<file path="src/rtl/vend_pkg.sv">
// Shared types and constants for the vending controller: coin codes, coin values,
// FSM state encoding and the greedy change-coin helpers.
package vend_pkg;
  localparam int CREDIT_W = 5;
  typedef logic [CREDIT_W-1:0] credit_t;

  localparam logic [1:0] COIN_NONE = 2'b00;
  localparam logic [1:0] COIN_1    = 2'b01;
  localparam logic [1:0] COIN_5    = 2'b10;
  localparam logic [1:0] COIN_10   = 2'b11;

  localparam credit_t VAL_1  = 5'd1;
  localparam credit_t VAL_5  = 5'd5;
  localparam credit_t VAL_10 = 5'd10;

  typedef enum logic [1:0] {IDLE, VEND, CHANGE, CLEAR} state_e;

  // Largest coin not exceeding the amount still owed, so remaining never underflows.
  function automatic logic [1:0] greedy_coin(input credit_t rem);
    if (rem >= VAL_10)     return COIN_10;
    else if (rem >= VAL_5) return COIN_5;
    else if (rem >= VAL_1) return COIN_1;
    else                   return COIN_NONE;
  endfunction

  function automatic credit_t coin_value(input logic [1:0] c);
    case (c)
      COIN_10: return VAL_10;
      COIN_5:  return VAL_5;
      COIN_1:  return VAL_1;
      default: return '0;
    endcase
  endfunction
endpackage

</file>
<file path="src/rtl/vend_if.sv">
// Dispenser and change-hopper handshakes; the controller is the master side.
interface vend_if;
  logic       vend_req;
  logic [1:0] vend_item;
  logic       vend_ack;
  logic       change_valid;
  logic [1:0] change_coin;
  logic       change_ready;

  modport master (output vend_req, vend_item, change_valid, change_coin,
                  input  vend_ack, change_ready);
  modport slave  (input  vend_req, vend_item, change_valid, change_coin,
                  output vend_ack, change_ready);
endinterface

</file>
<file path="src/rtl/change_payout.sv">
// Holds the amount still owed and pays it out one greedy coin per valid/ready transfer.
module change_payout
  import vend_pkg::*;
(
  input  logic       clk,
  input  logic       reset,
  input  logic       load_i,
  input  credit_t    load_val_i,
  input  logic       en_i,
  input  logic       ready_i,
  output logic       valid_o,
  output logic [1:0] coin_o,
  output logic       done_o
);
  credit_t    rem_q, rem_d;
  logic       valid_q;
  logic [1:0] coin_q;

  // Amount owed after this cycle's transfer (if any) lands.
  assign rem_d  = (valid_q && ready_i) ? rem_q - coin_value(coin_q) : rem_q;
  assign done_o = (rem_d == '0);

  always_ff @(posedge clk or negedge reset) begin
    if (!reset) begin
      rem_q   <= '0;
      valid_q <= 1'b0;
      coin_q  <= COIN_NONE;
    end else if (load_i) begin
      rem_q   <= load_val_i;
      valid_q <= 1'b0;
      coin_q  <= COIN_NONE;
    end else if (en_i) begin
      rem_q   <= rem_d;
      valid_q <= (rem_d != '0);
      coin_q  <= greedy_coin(rem_d);
    end else begin
      valid_q <= 1'b0;
      coin_q  <= COIN_NONE;
    end
  end

  assign valid_o = valid_q;
  assign coin_o  = coin_q;
endmodule

</file>
<file path="src/rtl/vend_controller.sv">
// Vending sequencer: price check, vend handshake with timeout, change/refund, counter clear.
// Optional VEND_STATS_EN adds a saturating sales_total of acknowledged vends.
module vend_controller
  import vend_pkg::*;
#(
  parameter int PRICE_0      = 10,
  parameter int PRICE_1      = 15,
  parameter int PRICE_2      = 20,
  parameter int PRICE_3      = 25,
  parameter int VEND_TIMEOUT = 200
) (
  input  logic       clk,
  input  logic       reset,
  input  credit_t    total_amount,
  input  logic       sel_valid,
  input  logic [1:0] sel_item,
  input  logic       cancel,
  output logic       coin_inhibit,
  output logic       credit_clear,
  output logic       sel_reject,
  output logic       vend_fault,
  output logic       busy,
  vend_if.master     vif
`ifdef VEND_STATS_EN
  , output logic [15:0] sales_total
`endif
);
  localparam int TW = $clog2(VEND_TIMEOUT + 1);
  localparam logic [TW-1:0] T_LAST = TW'(VEND_TIMEOUT - 1);

  function automatic credit_t price_of(input logic [1:0] i);
    case (i)
      2'd0:    return credit_t'(PRICE_0);
      2'd1:    return credit_t'(PRICE_1);
      2'd2:    return credit_t'(PRICE_2);
      default: return credit_t'(PRICE_3);
    endcase
  endfunction

  state_e        state_q;
  credit_t       snap_q;
  logic [TW-1:0] timer_q;
  logic          busy_q, clr_q, rej_q, req_q, fault_q;
  logic [1:0]    item_q;
  credit_t       price_sel, ld_val;
  logic          ld, pay_done;

  assign price_sel = price_of(sel_item);

  // Payout reload points: refund, post-vend change, timeout refund, late coin.
  always_comb begin
    ld     = 1'b0;
    ld_val = '0;
    case (state_q)
      IDLE: begin
        if (cancel) begin
          if (total_amount != '0) begin
            ld     = 1'b1;
            ld_val = total_amount;
          end
        end else if (sel_valid && total_amount >= price_sel) begin
          ld     = 1'b1;
          ld_val = total_amount - price_sel;
        end
      end
      VEND: if (!vif.vend_ack && timer_q == T_LAST) begin
        ld     = 1'b1;
        ld_val = snap_q;
      end
      CLEAR: if (total_amount > snap_q) begin
        ld     = 1'b1;
        ld_val = total_amount - snap_q;
      end
      default: ;
    endcase
  end

  change_payout u_pay (
    .clk        (clk),
    .reset      (reset),
    .load_i     (ld),
    .load_val_i (ld_val),
    .en_i       (state_q == CHANGE),
    .ready_i    (vif.change_ready),
    .valid_o    (vif.change_valid),
    .coin_o     (vif.change_coin),
    .done_o     (pay_done)
  );

`ifdef VEND_STATS_EN
  logic [15:0] sales_q;
  logic [16:0] sales_sum;
  assign sales_sum = {1'b0, sales_q} + {12'b0, price_of(item_q)};
`endif

  always_ff @(posedge clk or negedge reset) begin
    if (!reset) begin
      state_q <= IDLE;
      snap_q  <= '0;
      timer_q <= '0;
      busy_q  <= 1'b0;
      clr_q   <= 1'b0;
      rej_q   <= 1'b0;
      req_q   <= 1'b0;
      fault_q <= 1'b0;
      item_q  <= 2'd0;
`ifdef VEND_STATS_EN
      sales_q <= '0;
`endif
    end else begin
      clr_q   <= 1'b0;
      rej_q   <= 1'b0;
      fault_q <= 1'b0;
      case (state_q)
        IDLE: begin
          if (cancel) begin
            if (total_amount != '0) begin
              snap_q  <= total_amount;
              busy_q  <= 1'b1;
              state_q <= CHANGE;
            end
          end else if (sel_valid) begin
            if (total_amount >= price_sel) begin
              snap_q  <= total_amount;
              item_q  <= sel_item;
              req_q   <= 1'b1;
              timer_q <= '0;
              busy_q  <= 1'b1;
              state_q <= VEND;
            end else begin
              rej_q <= 1'b1;
            end
          end
        end
        VEND: begin
          if (vif.vend_ack) begin
            req_q   <= 1'b0;
            state_q <= CHANGE;
`ifdef VEND_STATS_EN
            sales_q <= sales_sum[16] ? 16'hFFFF : sales_sum[15:0];
`endif
          end else if (timer_q == T_LAST) begin
            req_q   <= 1'b0;
            fault_q <= 1'b1;
            state_q <= CHANGE;
          end else begin
            timer_q <= timer_q + 1'b1;
          end
        end
        CHANGE: if (pay_done) state_q <= CLEAR;
        CLEAR: begin
          // A coin counted on the decision cycle is returned before clearing.
          if (total_amount > snap_q) begin
            snap_q  <= total_amount;
            state_q <= CHANGE;
          end else begin
            clr_q   <= 1'b1;
            busy_q  <= 1'b0;
            state_q <= IDLE;
          end
        end
        default: state_q <= IDLE;
      endcase
    end
  end

  assign coin_inhibit  = busy_q;
  assign busy          = busy_q;
  assign credit_clear  = clr_q;
  assign sel_reject    = rej_q;
  assign vend_fault    = fault_q;
  assign vif.vend_req  = req_q;
  assign vif.vend_item = item_q;
`ifdef VEND_STATS_EN
  assign sales_total = sales_q;
`endif
endmodule

</file>
<file path="src/flat_wrapper.sv">
// flat-port wrapper written by rule: the top's interface ports become plain ports
module vend_controller_flat import vend_pkg::*;
#(
  parameter int PRICE_0      = 10,
  parameter int PRICE_1      = 15,
  parameter int PRICE_2      = 20,
  parameter int PRICE_3      = 25,
  parameter int VEND_TIMEOUT = 200
)
  (clk, reset, total_amount, sel_valid, sel_item, cancel, coin_inhibit, credit_clear, sel_reject, vend_fault, busy, vif_vend_req, vif_vend_item, vif_change_valid, vif_change_coin, vif_vend_ack, vif_change_ready);
  vend_if vif_i ();
  input  logic clk;
  input  logic reset;
  input  credit_t total_amount;
  input  logic sel_valid;
  input  logic [1:0] sel_item;
  input  logic cancel;
  output logic coin_inhibit;
  output logic credit_clear;
  output logic sel_reject;
  output logic vend_fault;
  output logic busy;
  output wire logic [$bits(vif_i.vend_req)-1:0] vif_vend_req;
  output wire logic [$bits(vif_i.vend_item)-1:0] vif_vend_item;
  output wire logic [$bits(vif_i.change_valid)-1:0] vif_change_valid;
  output wire logic [$bits(vif_i.change_coin)-1:0] vif_change_coin;
  input wire logic [$bits(vif_i.vend_ack)-1:0] vif_vend_ack;
  input wire logic [$bits(vif_i.change_ready)-1:0] vif_change_ready;
  assign vif_vend_req = vif_i.vend_req;
  assign vif_vend_item = vif_i.vend_item;
  assign vif_change_valid = vif_i.change_valid;
  assign vif_change_coin = vif_i.change_coin;
  assign vif_i.vend_ack = vif_vend_ack;
  assign vif_i.change_ready = vif_change_ready;
  vend_controller #(.PRICE_0(PRICE_0), .PRICE_1(PRICE_1), .PRICE_2(PRICE_2), .PRICE_3(PRICE_3), .VEND_TIMEOUT(VEND_TIMEOUT)) u_core (.clk(clk), .reset(reset), .total_amount(total_amount), .sel_valid(sel_valid), .sel_item(sel_item), .cancel(cancel), .coin_inhibit(coin_inhibit), .credit_clear(credit_clear), .sel_reject(sel_reject), .vend_fault(vend_fault), .busy(busy), .vif(vif_i));
endmodule
</file>
<file path="config.mk">
export PLATFORM = sky130hd
export DESIGN_NAME = vend_controller_flat
export DESIGN_NICKNAME = d
export VERILOG_FILES = /design/src/rtl/vend_pkg.sv /design/src/rtl/vend_if.sv /design/src/rtl/change_payout.sv /design/src/rtl/vend_controller.sv /design/src/flat_wrapper.sv
export SDC_FILE = /design/constraint.sdc
export NUM_CORES = 1
export LEC_CHECK = 0
export BUFFER_PORTS_ARGS = -buffer_cell sky130_fd_sc_hd__buf_2
export CAP_MARGIN = 5
export CORE_MARGIN = 5
export CORE_UTILIZATION = 32
export DETAILED_ROUTE_END_ITERATION = 8
export GPL_ROUTABILITY_DRIVEN = 1
export PLACE_DENSITY = 0.49
export REMOVE_ABC_BUFFERS = 1
export SLEW_MARGIN = 20
export SYNTH_ARGS = -nofsm -noshare
export SYNTH_HDL_FRONTEND = slang
export SYNTH_SLANG_ARGS = --single-unit
</file>
<file path="constraint.sdc">
create_clock -name clk -period 3.9 [get_ports clk]
set_input_delay 0.39 -clock clk [delete_from_list [all_inputs] [get_ports clk]]
set_output_delay 0.39 -clock clk [all_outputs]
set_load 0.01 [all_outputs]
</file>
==> impl_metrics.py, run 1 <==
metrics = {
    "logic_synthesis": {
        "ys_top_cells_by_area": "dfrtp_1, ha_1, inv_1",
        "ys_seq_area_share_pct": 31.01,
        "synth_most_common_cell": "dfrtp_1",
        "synthArstFlopShare_pct": 100.0,
        "syn-instance-count": 258,
        "synth.ff_latch_count": 30,
        "synth_cell_types": 56,
        "ys.warnings.count": 0,
        "synth_area_um2": 2421,
        "synth_edf_count": 0,
        "synth_common_cells": "dfrtp_1, ha_1, inv_1, nor2_1",
        "postSynthAreaPerCell_um2": 9.384,
        "synth_top_area_share_pct": 31.01,
        "synth_top_cell_by_area": "dfrtp_1",
        "synthFlopType": "dfrtp_1",
    },
    "global_route": {
        "grt_max_degree": 31,
        "grt_pass1_vias": 1909,
        "grt_usage_pct": 12.06,
        "grt_pass1_wl_mm": 9.404,
        "grt_antenna_before_repair": 0,
        "grt-ovfl-total": 0,
    },
    "status": {
        "status": "finished, final reports clean",
    },
    "power_and_ir_drop": {
        "p_leak_nw": 1.295,
        "power_density_nw_per_um2": 651.7,
        "vdd_ir_drop_max_uv": 222.5,
    },
    "timing": {
        "period_minus_slack_ns": 3.141,
        "setup_viol": 0,
        "drv_slew": 0,
        "setup_tns_ns": 0,
        "skew_ns": 0.01028,
        "fmaxAchievable_mhz": 318.4,
        "rsz0062_at_grt": "false",
        "finalHoldViolCount": 0,
        "relSlewSlack_pct": 45.88,
        "fin_crit_sh_pct": 80.54,
        "fin_hold_ws_ns": 0.1564,
        "worstMarginPinSlew_ns": 0.8103,
    },
    "floorplanning": {
        "rows": 31,
        "core_area_um2": 7292,
        "start_util_pct": 33.20,
        "die-area_um2": 9405,
        "die_width_um": 96.98,
        "ios": 24,
        "die_h_um": 96.98,
    },
    "final_layout": {
        "syn2layout_area_growth_pct": 10.80,
        "final_area_um2": 2683,
        "stdcell_count": 380,
        "n_antenna_cell": 0,
        "nets": 324,
        "drive_gt1_share_pct": 16.73,
    },
    "worst_setup_path": {
        "max_stage_delay_ns": 0.42,
        "critPathBufInv": 3,
        "cpMostUsedCell": "inv_1",
        "cp.arrival_ns": 3.30,
        "cp_max_fo": 4,
        "end_kind": "flip-flop",
        "required_ns": 4.06,
        "cp.depth": 12,
        "startpoint_type": "flip-flop",
        "crit_type": "reg2reg",
        "cp_cell_sequence": "inv_1 > ha_1 > inv_1 > ha_1 > inv_1 > fa_1 > a21o_1 > a211oi_1 > xor2_1 > o31ai_1 > and3_1 > mux2_1",
        "rr_worst_depth": 12,
        "critical-path-top-delay-family": "compound AO/OA/AOI/OAI gates",
        "cp_slowest_cell": "o31ai_1",
    },
    "hold_path": {
        "min_path_type": "in2async",
    },
    "clocking": {
        "worst_skew_pair.late_latency_ns": 0.28,
        "root_buffer": "clkbuf_8",
        "hold_buffers": 0,
        "cts_tree": "built",
        "path_clk_slew_ns": 0.07,
        "cts_resized": 0,
        "numCtsBuffers": 5,
        "post-cts-setup-buffers": 0,
        "cts.sinks": 30,
        "clock_path_buffers": 2,
        "cts_max_level": 2,
    },
    "job": {
        "cap_violations": 0,
    },
    "placement": {
        "dpl-instance-area_um2": 2604,
        "hpwl_mm": 4.323,
        "globalplace.congestion": 0.7841,
        "portBuffers": 23,
        "placed_cells": 373,
    },
    "routing": {
        "wl_per_cell_um": 14.56,
        "wirelength_mm": 5.531,
        "drc": 0,
        "firstDrtPassIters": 4,
        "drt-initial-drc-count": 118,
        "ant_nets": 0,
        "viasPerCell": 5.089,
        "vias": 1934,
    },
}
[per-layer routing]
layer  up-vias  wire, um  GRT usage, %
li1        973         -             -
met1       916      2945         17.67
met2        38      2329         17.99
met3         7       202         2.518
met4         0        53         2.916
met5         -         0             0
[through the flow]
stage | util (%) | setup slack (ns) | power, W
floorplan | - | 1.063 | 0.001253
finish | 36.79 | 0.7589 | 0.001748
global route | 36.79 | 0.5524 | 0.001915
CTS | 36.79 | 0.7299 | 0.001761
detailed placement | 35.71 | 0.6692 | 0.001510
global placement | 35.71 | 0.7475 | 0.001511
[worst paths after layout]
check,startpoint,to,slack (ns)
worst max-delay path,u_core.u_pay.coin_o[0],u_core.state_q[1],0.76
worst min-delay path,reset,u_core.timer_q[7],0.16
worst max register to register,u_core.u_pay.coin_o[0],u_core.state_q[1],0.76
worst min register to register,u_core.vif.vend_req,u_core.vif.vend_req,0.47
max in group asynchronous,reset,u_core.timer_q[2],3.29
min in group clk,total_amount[0],u_core.snap_q[0],0.39
[sequential cells by signal, summed over array words and instances (netlist names), 2 cells and up]
signal / cells
u_core.state_q: 2
u_core.vif.vend_item: 2
u_core.snap_q: 5
u_core.timer_q: 8
u_core.u_pay.rem_q: 5
u_core.u_pay.coin_o: 2
[worst register-to-register path, cell delays in order, from the launching register on]
cell and delay, ns:
dfrtp_1 0.37, inv_1 0.05, ha_1 0.27, inv_1 0.05, ha_1 0.15, inv_1 0.05, fa_1 0.39, a21o_1 0.19
a211oi_1 0.29, xor2_1 0.20, o31ai_1 0.42, and3_1 0.25, mux2_1 0.32
[placed cells by master, fill, tap and decap left out, types with 9 or more instances in the layout]
| cell type | n |
|---|---|
| dfrtp_1 | 30 |
| ha_1 | 27 |
| buf_2 | 23 |
| inv_1 | 22 |
| nor2_1 | 22 |
| a21oi_1 | 12 |
| o21ai_0 | 12 |
| nand2_1 | 11 |
| and3_1 | 10 |
| xor2_1 | 9 |
[final cells by class]
cell class	count	area (um^2)
tap	99	123.9
sequential	30	750.7
fill	805	4609
multi-input combinational	199	1531
clock inverter	2	10.01
inverter	22	82.58
clock buffer	5	68.82
timing repair buffer	23	115.1
[logic make-up (layout without fill, tap and decap cells)]
| logic type | Yosys count | count (layout) | share of synthesized area (%) |
|---|---|---|---|
| simple gates | 76 | 76 | 16.80 |
| compound gates | 69 | 69 | 20.52 |
| fa+ha+maj | 30 | 30 | 16.43 |
| flops | 30 | 30 | 31.01 |
| buf+inv | 29 | 52 | 5.736 |
| xor+xnor | 15 | 15 | 5.427 |
| mux | 9 | 9 | 4.082 |
[report_power, final]
part           total, W  switching, W  leakage, nW  internal [W]
clock network  0.000239      0.000120       0.0438      0.000120
logic           0.00101      0.000555        0.866      0.000451
registers      0.000503     0.0000885        0.385      0.000414
total           0.00175      0.000763         1.30      0.000985
Power figures use the tool's default switching activity.
==> run 2: changes to the inputs <==
--- a/config.mk
+++ b/config.mk
@@ -5,13 +5,14 @@
 export SDC_FILE = /design/constraint.sdc
 export NUM_CORES = 1
 export LEC_CHECK = 0
+export ABC_AREA = 1
 export BUFFER_PORTS_ARGS = -buffer_cell sky130_fd_sc_hd__buf_2
 export CAP_MARGIN = 5
 export CORE_MARGIN = 5
 export CORE_UTILIZATION = 32
 export DETAILED_ROUTE_END_ITERATION = 8
 export GPL_ROUTABILITY_DRIVEN = 1
-export PLACE_DENSITY = 0.49
+export PLACE_DENSITY = 0.51
 export REMOVE_ABC_BUFFERS = 1
 export SLEW_MARGIN = 20
 export SYNTH_ARGS = -nofsm -noshare
==> constraint.sdc (replaced) <==
create_clock -name clk -period 2.7 [get_ports clk]
set_input_delay 0.27 -clock clk [delete_from_list [all_inputs] [get_ports clk]]
set_output_delay 0.27 -clock clk [all_outputs]
set_load 0.01 [all_outputs]
==> impl_metrics.py, run 2 <==
metrics = {
    "worst_setup_path": {
        "cp_max_fo": 4,
        "crit_type": "reg2reg",
        "cp.arrival_ns": 2.64,
        "cpMostUsedCell": "nand2_1",
        "end_kind": "flip-flop",
        "required_ns": 2.87,
        "max_stage_delay_ns": 0.38,
        "startpoint_type": "flip-flop",
        "cp_slowest_cell": "fa_1",
        "cp_cell_sequence": "inv_1 > ha_1 > inv_1 > ha_1 > inv_1 > fa_1 > or2_2 > nand3_1 > nand2_1 > nor2_1 > nand4_1 > nand2_1 > nand2_1 > nand2_1 > nand2_1",
    },
    "power_and_ir_drop": {
        "p_leak_nw": 1.550,
        "seq_power_share_pct": 26.9,
        "pwr-share-clk_pct": 14.9,
        "switching_share_pct": 48.64,
        "p_int_w": 0.001360,
        "vdd_ir_drop_max_uv": 406.5,
        "power_w": 0.002649,
        "power.switching_w": 0.001288,
        "power_density_nw_per_um2": 936.3,
        "combPwrFrac_pct": 58.2,
    },
    "routing": {
        "drt-initial-drc-count": 84,
        "viasPerCell": 4.636,
        "firstDrtPassIters": 4,
        "ant_nets": 0,
        "drc": 0,
        "vias": 2230,
        "wirelength_mm": 5.699,
        "wl_per_cell_um": 11.85,
    },
    "floorplanning": {
        "rows": 32,
        "core_area_um2": 7687,
        "die_width_um": 98.83,
        "die-area_um2": 9766,
        "start_util_pct": 32.85,
        "die_h_um": 98.83,
        "ios": 24,
    },
    "final_layout": {
        "n_antenna_cell": 0,
        "final_area_um2": 2829,
        "regMostFlops": "u_core.timer_q",
        "final_common_cell": "nand2_1",
        "syn2layout_area_growth_pct": 12.04,
        "largest_reg_flops": 8,
        "top_regs": "u_core.timer_q: 8 flops, u_core.snap_q: 5 flops, u_core.u_pay.rem_q: 5 flops",
        "drive_gt1_share_pct": 13.19,
        "nets": 421,
        "final_cell_mix": "nand2_1, inv_1, nand3_1",
        "stdcell_count": 481,
    },
    "placement": {
        "globalplace.congestion": 0.7942,
        "portBuffers": 23,
        "hpwl_mm": 4.480,
        "dpl-instance-area_um2": 2734,
        "placed_cells": 473,
    },
    "clocking": {
        "numCtsBuffers": 5,
        "cts.sinks": 30,
        "worst_skew_pair.late_latency_ns": 0.28,
        "post-cts-setup-buffers": 0,
        "clock_path_buffers": 2,
        "path_clk_slew_ns": 0.07,
        "root_buffer": "clkbuf_8",
        "cts_tree": "built",
        "cts_resized": 0,
        "cts_max_level": 2,
        "hold_buffers": 0,
    },
    "logic_synthesis": {
        "postSynthAreaPerCell_um2": 7.173,
        "synth_cell_types": 33,
        "ys.warnings.count": 0,
        "synth.ff_latch_count": 30,
        "synth_most_common_cell": "nand2_1",
        "synth_common_cells": "nand2_1, inv_1, nand3_1",
        "synth_top_cell_by_area": "dfrtp_1",
        "synthFlopType": "dfrtp_1",
        "synthArstFlopShare_pct": 100.0,
        "synth_area_um2": 2525,
        "synth_edf_count": 0,
        "syn-instance-count": 352,
        "ys_top_cells_by_area": "dfrtp_1, nand2_1, ha_1",
        "synth_top_area_share_pct": 29.73,
        "ys_seq_area_share_pct": 29.73,
    },
    "timing": {
        "setup_viol": 0,
        "worstMarginPinSlew_ns": 0.7278,
        "skew_ns": 0.007439,
        "drv_slew": 0,
        "period_minus_slack_ns": 2.470,
        "rsz0062_at_grt": "false",
        "setup_tns_ns": 0,
        "relSlewSlack_pct": 51.48,
        "finalHoldViolCount": 0,
        "fmaxAchievable_mhz": 404.8,
        "fin_crit_sh_pct": 91.50,
    },
    "global_route": {
        "grt_max_degree": 31,
        "grt_antenna_before_repair": 0,
        "grt-ovfl-total": 0,
        "grt_pass1_vias": 2098,
        "grt_pass1_wl_mm": 9.818,
        "grt_usage_pct": 12.42,
    },
    "job": {
        "cap_violations": 0,
    },
    "hold_path": {
        "min_path_type": "in2async",
    },
    "status": {
        "status": "finished, final reports clean",
    },
}
## run 2: cell count changes in the layout (fill, tap and decap cells not counted), moves of 5 or more
cell / previous run / this run
nand4_1: 1 / 6
nand2_1: 11 / 95
nand3_1: 5 / 42
a211oi_1: 5 / 0
mux2_2: 6 / 0
inv_1: 22 / 62
and3_1: 10 / 0
o211ai_1: 6 / 0
xnor2_1: 6 / 1
nor2b_1: 6 / 0
## run 2: worst paths after layout
| path | slack [ns] | start | end | cells past startpoint |
|---|---|---|---|---|
| min in group clk | 0.28 | sel_valid | u_core.sel_reject | 2 |
| worst max register to register | 0.23 | u_core.u_pay.coin_o[0] | u_core.state_q[0] | 15 |
| worst min-delay path | 0.04 | reset | u_core.timer_q[6] | 1 |
| worst min register to register | 0.49 | u_core.vif.vend_item[1] | u_core.vif.vend_item[1] | 2 |
| worst max-delay path | 0.23 | u_core.u_pay.coin_o[0] | u_core.state_q[0] | 15 |
| max in group asynchronous | 2.19 | reset | u_core.timer_q[0] | 1 |
## run 2: cell type report
type,count,area (um^2)
clock buffer,6,82.58
clock inverter,2,12.51
multi-input combinational,254,1500
timing repair buffer,23,115.1
fill,813,4858
inverter,64,240.2
sequential,30,750.7
tap,102,127.6
## run 2: stage by stage
stage / setup slack [ns] / utilization (%) / hold slack (ns)
6_report: 0.2296 / 36.80 / 0.04065
4_1_cts: 0.2273 / 36.80 / 0.06255
3_3_place_gp: 0.2906 / 35.56 / 0.3737
5_1_grt: 0.01172 / 36.80 / 0.09926
2_1_floorplan: 0.3762 / - / -0.02559
3_5_place_dp: 0.2486 / 35.56 / 0.3790
## run 2: kinds of logic (layout without fill, tap and decap cells)
family                   Yosys count  count (layout)  synth area share (%)
AO/OA/AOI/OAI                     35              35                 8.127
AND/OR/NAND/NOR                  181             181                 32.76
adder cells (fa/ha/maj)           30              30                 15.76
XOR/XNOR                           8               8                 2.775
flip-flops                        30              30                 29.73
buffers and inverters             68              95                 10.85
## run 2: power groups by stage
stage	logic [W]	registers (W)	clock network, W
finish	0.00154	0.000713	0.000394
global route	0.00180	0.000735	0.000426
global placement	0.00155	0.000719	0
CTS	0.00156	0.000714	0.000408
floorplan	0.00117	0.000720	0
detailed placement	0.00155	0.000718	0
## run 2: routing by layer
metal	routed length (um)	track usage [%]	vias to the layer above
met5	0	0	-
met4	93	3.887	0
met3	338	2.619	7
met2	2495	18.96	54
met1	2772	17.53	995
li1	-	-	1174
## run 2: worst max-delay path, delay by kind of cell (launching register included)
kind	cells	cell delay, ns
fa+ha+maj	3	0.79
buf+inv	3	0.16
flops	1	0.37
simple gates	9	1.04
